===== config.mk =====
export PLATFORM = sky130hd
export DESIGN_NAME = sym_match_counter_flat
export DESIGN_NICKNAME = d
export VERILOG_FILES = /design/src/rtl/sym_match_counter_if.sv /design/src/rtl/sym_match_counter.sv /design/src/flat_wrapper.sv
export SDC_FILE = /design/constraint.sdc
export NUM_CORES = 1
export LEC_CHECK = 0
export BUFFER_PORTS_ARGS = -buffer_cell sky130_fd_sc_hd__buf_4
export CAP_MARGIN = 0
export CORE_MARGIN = 1.5
export CORE_UTILIZATION = 54
export DETAILED_ROUTE_END_ITERATION = 8
export HOLD_SLACK_MARGIN = 0.1
export PLACE_DENSITY = 0.95
export SYNTH_ARGS = -nofsm -noshare
export SYNTH_HDL_FRONTEND = slang
export SYNTH_SLANG_ARGS = --single-unit
export TNS_END_PERCENT = 100

===== constraint.sdc =====
create_clock -name Clk -period 4.2 [get_ports Clk]
set_clock_uncertainty 0.15 [all_clocks]
set_input_delay 0 -clock Clk [delete_from_list [all_inputs] [get_ports Clk]]
set_output_delay 0 -clock Clk [all_outputs]
set_load 0.02 [all_outputs]

===== src/rtl/sym_match_counter_if.sv =====
// Handshake bundle between the symbol generator / player input side and the
// round controller: symbol and guess strobes in, round status and result out.
interface sym_match_counter_if #(
    parameter int CNT_W = 5
);
    logic             Start;
    logic [7:0]       TargetSymbol;
    logic             SymValid;
    logic [7:0]       Symbol;
    logic             GuessValid;
    logic [CNT_W-1:0] Guess;
    logic             Busy;
    logic [CNT_W-1:0] SymIndex;
    logic [CNT_W-1:0] MatchCount;
    logic             RoundDone;
    logic             ResultValid;
    logic             Correct;

    modport master (
        output Start, TargetSymbol, SymValid, Symbol, GuessValid, Guess,
        input  Busy, SymIndex, MatchCount, RoundDone, ResultValid, Correct
    );

    modport slave (
        input  Start, TargetSymbol, SymValid, Symbol, GuessValid, Guess,
        output Busy, SymIndex, MatchCount, RoundDone, ResultValid, Correct
    );
endinterface


===== src/rtl/sym_match_counter.sv =====
// Round controller: latches a target, counts matching symbols over a fixed
// round length, then judges the player's guess against the true count.
module sym_match_counter #(
    parameter int ROUND_LEN = 16,
    parameter int CNT_W     = 5
) (
    input  logic                Clk,
    input  logic                Rst_n,
    sym_match_counter_if.slave  bus
);
    typedef enum logic [1:0] {IDLE, COUNT, WAIT_GUESS, RESULT} state_t;

    localparam logic [CNT_W-1:0] LAST_IDX = CNT_W'(ROUND_LEN - 1);

    state_t     state;
    logic [7:0] target;

    always_ff @(posedge Clk) begin
        if (!Rst_n) begin
            state           <= IDLE;
            target          <= 8'h00;
            bus.Busy        <= 1'b0;
            bus.SymIndex    <= '0;
            bus.MatchCount  <= '0;
            bus.RoundDone   <= 1'b0;
            bus.ResultValid <= 1'b0;
            bus.Correct     <= 1'b0;
        end else begin
            bus.RoundDone   <= 1'b0;
            bus.ResultValid <= 1'b0;
            case (state)
                IDLE, RESULT: begin
                    if (bus.Start) begin
                        target         <= bus.TargetSymbol;
                        bus.SymIndex   <= '0;
                        bus.MatchCount <= '0;
                        bus.Correct    <= 1'b0;
                        bus.Busy       <= 1'b1;
                        state          <= COUNT;
                    end
                end
                COUNT: begin
                    if (bus.SymValid) begin
                        bus.SymIndex <= bus.SymIndex + 1'b1;
                        if (bus.Symbol == target)
                            bus.MatchCount <= bus.MatchCount + 1'b1;
                        // Compare against the pre-increment index so the pulse
                        // lines up with the last symbol being consumed.
                        if (bus.SymIndex == LAST_IDX) begin
                            bus.RoundDone <= 1'b1;
                            state         <= WAIT_GUESS;
                        end
                    end
                end
                WAIT_GUESS: begin
                    if (bus.GuessValid) begin
                        bus.Correct     <= (bus.Guess == bus.MatchCount);
                        bus.ResultValid <= 1'b1;
                        bus.Busy        <= 1'b0;
                        state           <= RESULT;
                    end
                end
                default: state <= IDLE;
            endcase
        end
    end
endmodule


===== src/flat_wrapper.sv =====
// flat-port wrapper written by rule: the top's interface ports become plain ports
module sym_match_counter_flat 
#(
    parameter int ROUND_LEN = 16,
    parameter int CNT_W     = 5
)
  (Clk, Rst_n, bus_Start, bus_TargetSymbol, bus_SymValid, bus_Symbol, bus_GuessValid, bus_Guess, bus_Busy, bus_SymIndex, bus_MatchCount, bus_RoundDone, bus_ResultValid, bus_Correct);
  sym_match_counter_if #(.CNT_W(CNT_W)) bus_i ();
  input  logic Clk;
  input  logic Rst_n;
  input wire logic [$bits(bus_i.Start)-1:0] bus_Start;
  input wire logic [$bits(bus_i.TargetSymbol)-1:0] bus_TargetSymbol;
  input wire logic [$bits(bus_i.SymValid)-1:0] bus_SymValid;
  input wire logic [$bits(bus_i.Symbol)-1:0] bus_Symbol;
  input wire logic [$bits(bus_i.GuessValid)-1:0] bus_GuessValid;
  input wire logic [$bits(bus_i.Guess)-1:0] bus_Guess;
  output wire logic [$bits(bus_i.Busy)-1:0] bus_Busy;
  output wire logic [$bits(bus_i.SymIndex)-1:0] bus_SymIndex;
  output wire logic [$bits(bus_i.MatchCount)-1:0] bus_MatchCount;
  output wire logic [$bits(bus_i.RoundDone)-1:0] bus_RoundDone;
  output wire logic [$bits(bus_i.ResultValid)-1:0] bus_ResultValid;
  output wire logic [$bits(bus_i.Correct)-1:0] bus_Correct;
  assign bus_i.Start = bus_Start;
  assign bus_i.TargetSymbol = bus_TargetSymbol;
  assign bus_i.SymValid = bus_SymValid;
  assign bus_i.Symbol = bus_Symbol;
  assign bus_i.GuessValid = bus_GuessValid;
  assign bus_i.Guess = bus_Guess;
  assign bus_Busy = bus_i.Busy;
  assign bus_SymIndex = bus_i.SymIndex;
  assign bus_MatchCount = bus_i.MatchCount;
  assign bus_RoundDone = bus_i.RoundDone;
  assign bus_ResultValid = bus_i.ResultValid;
  assign bus_Correct = bus_i.Correct;
  sym_match_counter #(.ROUND_LEN(ROUND_LEN), .CNT_W(CNT_W)) u_core (.Clk(Clk), .Rst_n(Rst_n), .bus(bus_i));
endmodule

==> flow_summary_export.csv <==
group,metric,value,unit
yosys,synth_top_cell_area_share,37.8,%
clocking,cts_buffers,3,
placed_design,dp.final_hpwl,2280,um
setup_path,worstSetupPathType,"reg -> reg",
cells_and_area,nNetsFinal,264,
detailed_routing,viasPerCell,6.35,
floorplan,core,2210,um^2
clocking,clock_latency,0.33,ns
cells_and_area,area_growth,60.0,%
yosys,syn-num-nets,184,
pwr,power_leakage,0.000862,uW
pwr,max-vdd-ir-drop,360,uV
floorplan,die_h,51.5,um
yosys,avgSynthCellArea,8.36,um^2
global_route,grt_pass1_wl,8380,um
timing,tightest_slew,0.591,ns
setup_path,max_stage_delay,0.57,ns
clocking,ctsResizeCount,0,
yosys,ys_warn_count,0,
setup_path,cp.arrival,3.03,ns
setup_path,cpMaxStageDelayCell,"dlygate4sd3_1",
cells_and_area,fin_area,2030,um^2
detailed_routing,drtIter0Drc,119,
timing,min_period,2.90,ns
timing,rsz0062_at_grt,"no",
detailed_routing,vias,1644,
clocking,cts_sinks,24,
yosys,synthArstFlopShare,0,%
cells_and_area,multi_input_area,737,um^2
yosys,ys.flop_type,"dfxtp_1",
worst_hold_path,hp-class,"in -> reg",
floorplan,dieWidth,51.5,um
yosys,synthCells,152,
setup_path,r2r_slack,1.30,ns
pwr,powerDensity,441,nW/um^2
cells_and_area,drive_gt1_share,20.3,%
clocking,cts_root_buf,"clkbuf_4",
setup_path,cp-start-kind,"flip-flop",
yosys,synth_edf_count,0,
detailed_routing,drt_pass1_iterations,5,
detailed_routing,wl,5220,um
setup_path,crit_top_cell,"dlygate4sd3_1",
job,maxCapViolCount,0,
yosys,ys_ff_latch,24,
detailed_routing,drc,0,
floorplan,ios,40,
floorplan,initial_core_util,57.5,%
placed_design,finalWeightedCongestion,0.974,
global_route,grt-ovfl-total,0,
yosys,synth_largest_area_cell,"dfxtp_1",
timing,drv_slew,0,
global_route,antenna_found_initial,0,
global_route,grt_max_degree,17,
clocking,cts-htree-levels,1,
setup_path,crit_path_end_kind,"flip-flop",
yosys,synth.top_cells.by_area,"dfxtp_1, xnor2_1, nand2_1",
timing,fin_crit_sh,68.9,%
timing,fin_tns_setup,0,ns
yosys,synthDistinctLibCells,35,
clocking,clk_pin_slew_worst_paths,0.14,ns
run_status,outcome,"complete, no violations",
cells_and_area,regArea,480,um^2
clocking,cts_buffer_depth,2,
timing,timing.slew.headroom,60.6,%
setup_path,critPathMaxFanout,8,
floorplan,rows,17,
setup_path,path_cells,"inv_1 > ha_1 > and2_1 > nand2_1 > dlygate4sd3_1 > a21oi_1 > dlygate4sd3_1",
timing,max_freq,345,MHz
placed_design,dpl_cell_area,1570,um^2
timing,setup_violations,0,
global_route,grt_usage,43.0,%
timing,hold_viol,0,
yosys,ys_seq_area_share,37.8,%
placed_design,portBuffers,39,
cells_and_area,fillers,87,
yosys,synth_area,1270,um^2
setup_path,required,4.33,ns
cells_and_area,antenna_cells,0,
global_route,first_global_vias,1716,
detailed_routing,detail_route.wl_per_cell,20.1,um
clocking,cts_tree,"yes",
floorplan,dieArea,2650,um^2
detailed_routing,drtAntennaViolNets,0,
==> what timing repair did <==
action / in CTS / in global routing
hold buffers: 41 / 0
buffers inserted: 0 / 0
setup endpoints to repair: 0 / 0
endpoints found under the hold margin: 24 / 0
==> registers in the layout (all words and copies together) (netlist names) <==
register / cells
u_core.target: 8
u_core.bus.ResultValid: 1
u_core.state: 2
u_core.bus.Busy: 1
u_core.bus.MatchCount: 5
u_core.bus.RoundDone: 1
u_core.bus.SymIndex: 5
u_core.bus.Correct: 1
==> through the flow <==
stage	setup WS (ns)	instances	total power [uW]	utilization, %	hold slack, ns
after global routing	1.19	259	925	92.0	0.258
after global placement	2.10	214	589	71.0	0.0970
after CTS	1.44	259	841	92.0	0.115
after floorplan	2.12	152	533	-	-0.0140
after detailed placement	2.02	214	607	71.0	0.0998
final	1.30	259	898	92.0	0.196
==> placed cells by master (no fill, tap or decap), drive strengths merged, types with 3 or more instances in the layout <==
cell type,n
clkbuf,3
xnor2,12
ha,6
inv,7
nor2,11
nand2,24
buf,39
xor2,3
dlygate4sd3,41
a211oi,3
dfxtp,24
a21oi,13
nand4,5
nand3,9
and2,3
==> power breakdown <==
group | internal (uW) | switching [uW] | total [uW]
Combinational | 183 | 241 | 423
Clock | 96.6 | 77.8 | 174
Sequential | 263 | 36.9 | 300
==> critical path, delay by kind of cell (launching register included) <==
family	cells	cell delay (ns)
buffers and inverters	3	1.20
AO/OA/AOI/OAI	1	0.16
flip-flops	1	0.42
adder cells (fa/ha/maj)	1	0.44
AND/OR/NAND/NOR	2	0.48
==> layer usage <==
metal  share of wire [%]  GRT usage, %  vias up
met2                  47          72.2      164
met3                  11          11.8       56
met4                 6.5          29.4        0
met5                   0             0        -
li1                    -             -      695
met1                  36          46.7      729
==> cell usage after synthesis (all sizes together), types with 2 or more instances <==
cell type and instances:
a211o 2, a211oi 3, a21oi 13, and2 3
and3 2, and4 2, buf 2, clkbuf 3
dfxtp 24, ha 6, inv 7, nand2 24
nand3 9, nand4 5, nor2 11, nor4 2
o21ai 2, o311ai 2, or4 2, xnor2 12
xor2 3
==> final cells by class <==
class,count,share of cell area [%]
sequential,24,23.6
clock inverter,1,1.48
timing repair buffer,80,34.6
multi-input combinational,116,36.2
clock buffer,3,1.11
inverter,7,1.29
tap,28,1.72
==> final timing paths <==
path	start	to	cells past startpoint
max	u_core.state[0]	u_core.target[0]	7
min	bus_Symbol[0]	u_core.bus.MatchCount[3]	5
max reg2reg	u_core.state[0]	u_core.target[0]	7
min reg2reg	u_core.bus.Correct	u_core.bus.Correct	2
==> logic make-up (layout without fill, tap and decap cells) <==
| family | count (synthesis) | in the layout | synth area share, % |
|---|---|---|---|
| adder cells (fa/ha/maj) | 6 | 6 | 5.91 |
| multiplexers | 2 | 2 | 1.67 |
| buffers and inverters | 12 | 91 | 4.23 |
| AO/OA/AOI/OAI | 28 | 28 | 14.3 |
| flip-flops | 24 | 24 | 37.8 |
| AND/OR/NAND/NOR | 65 | 65 | 25.8 |
| XOR/XNOR | 15 | 15 | 10.3 |
Power figures use the tool's default switching activity.
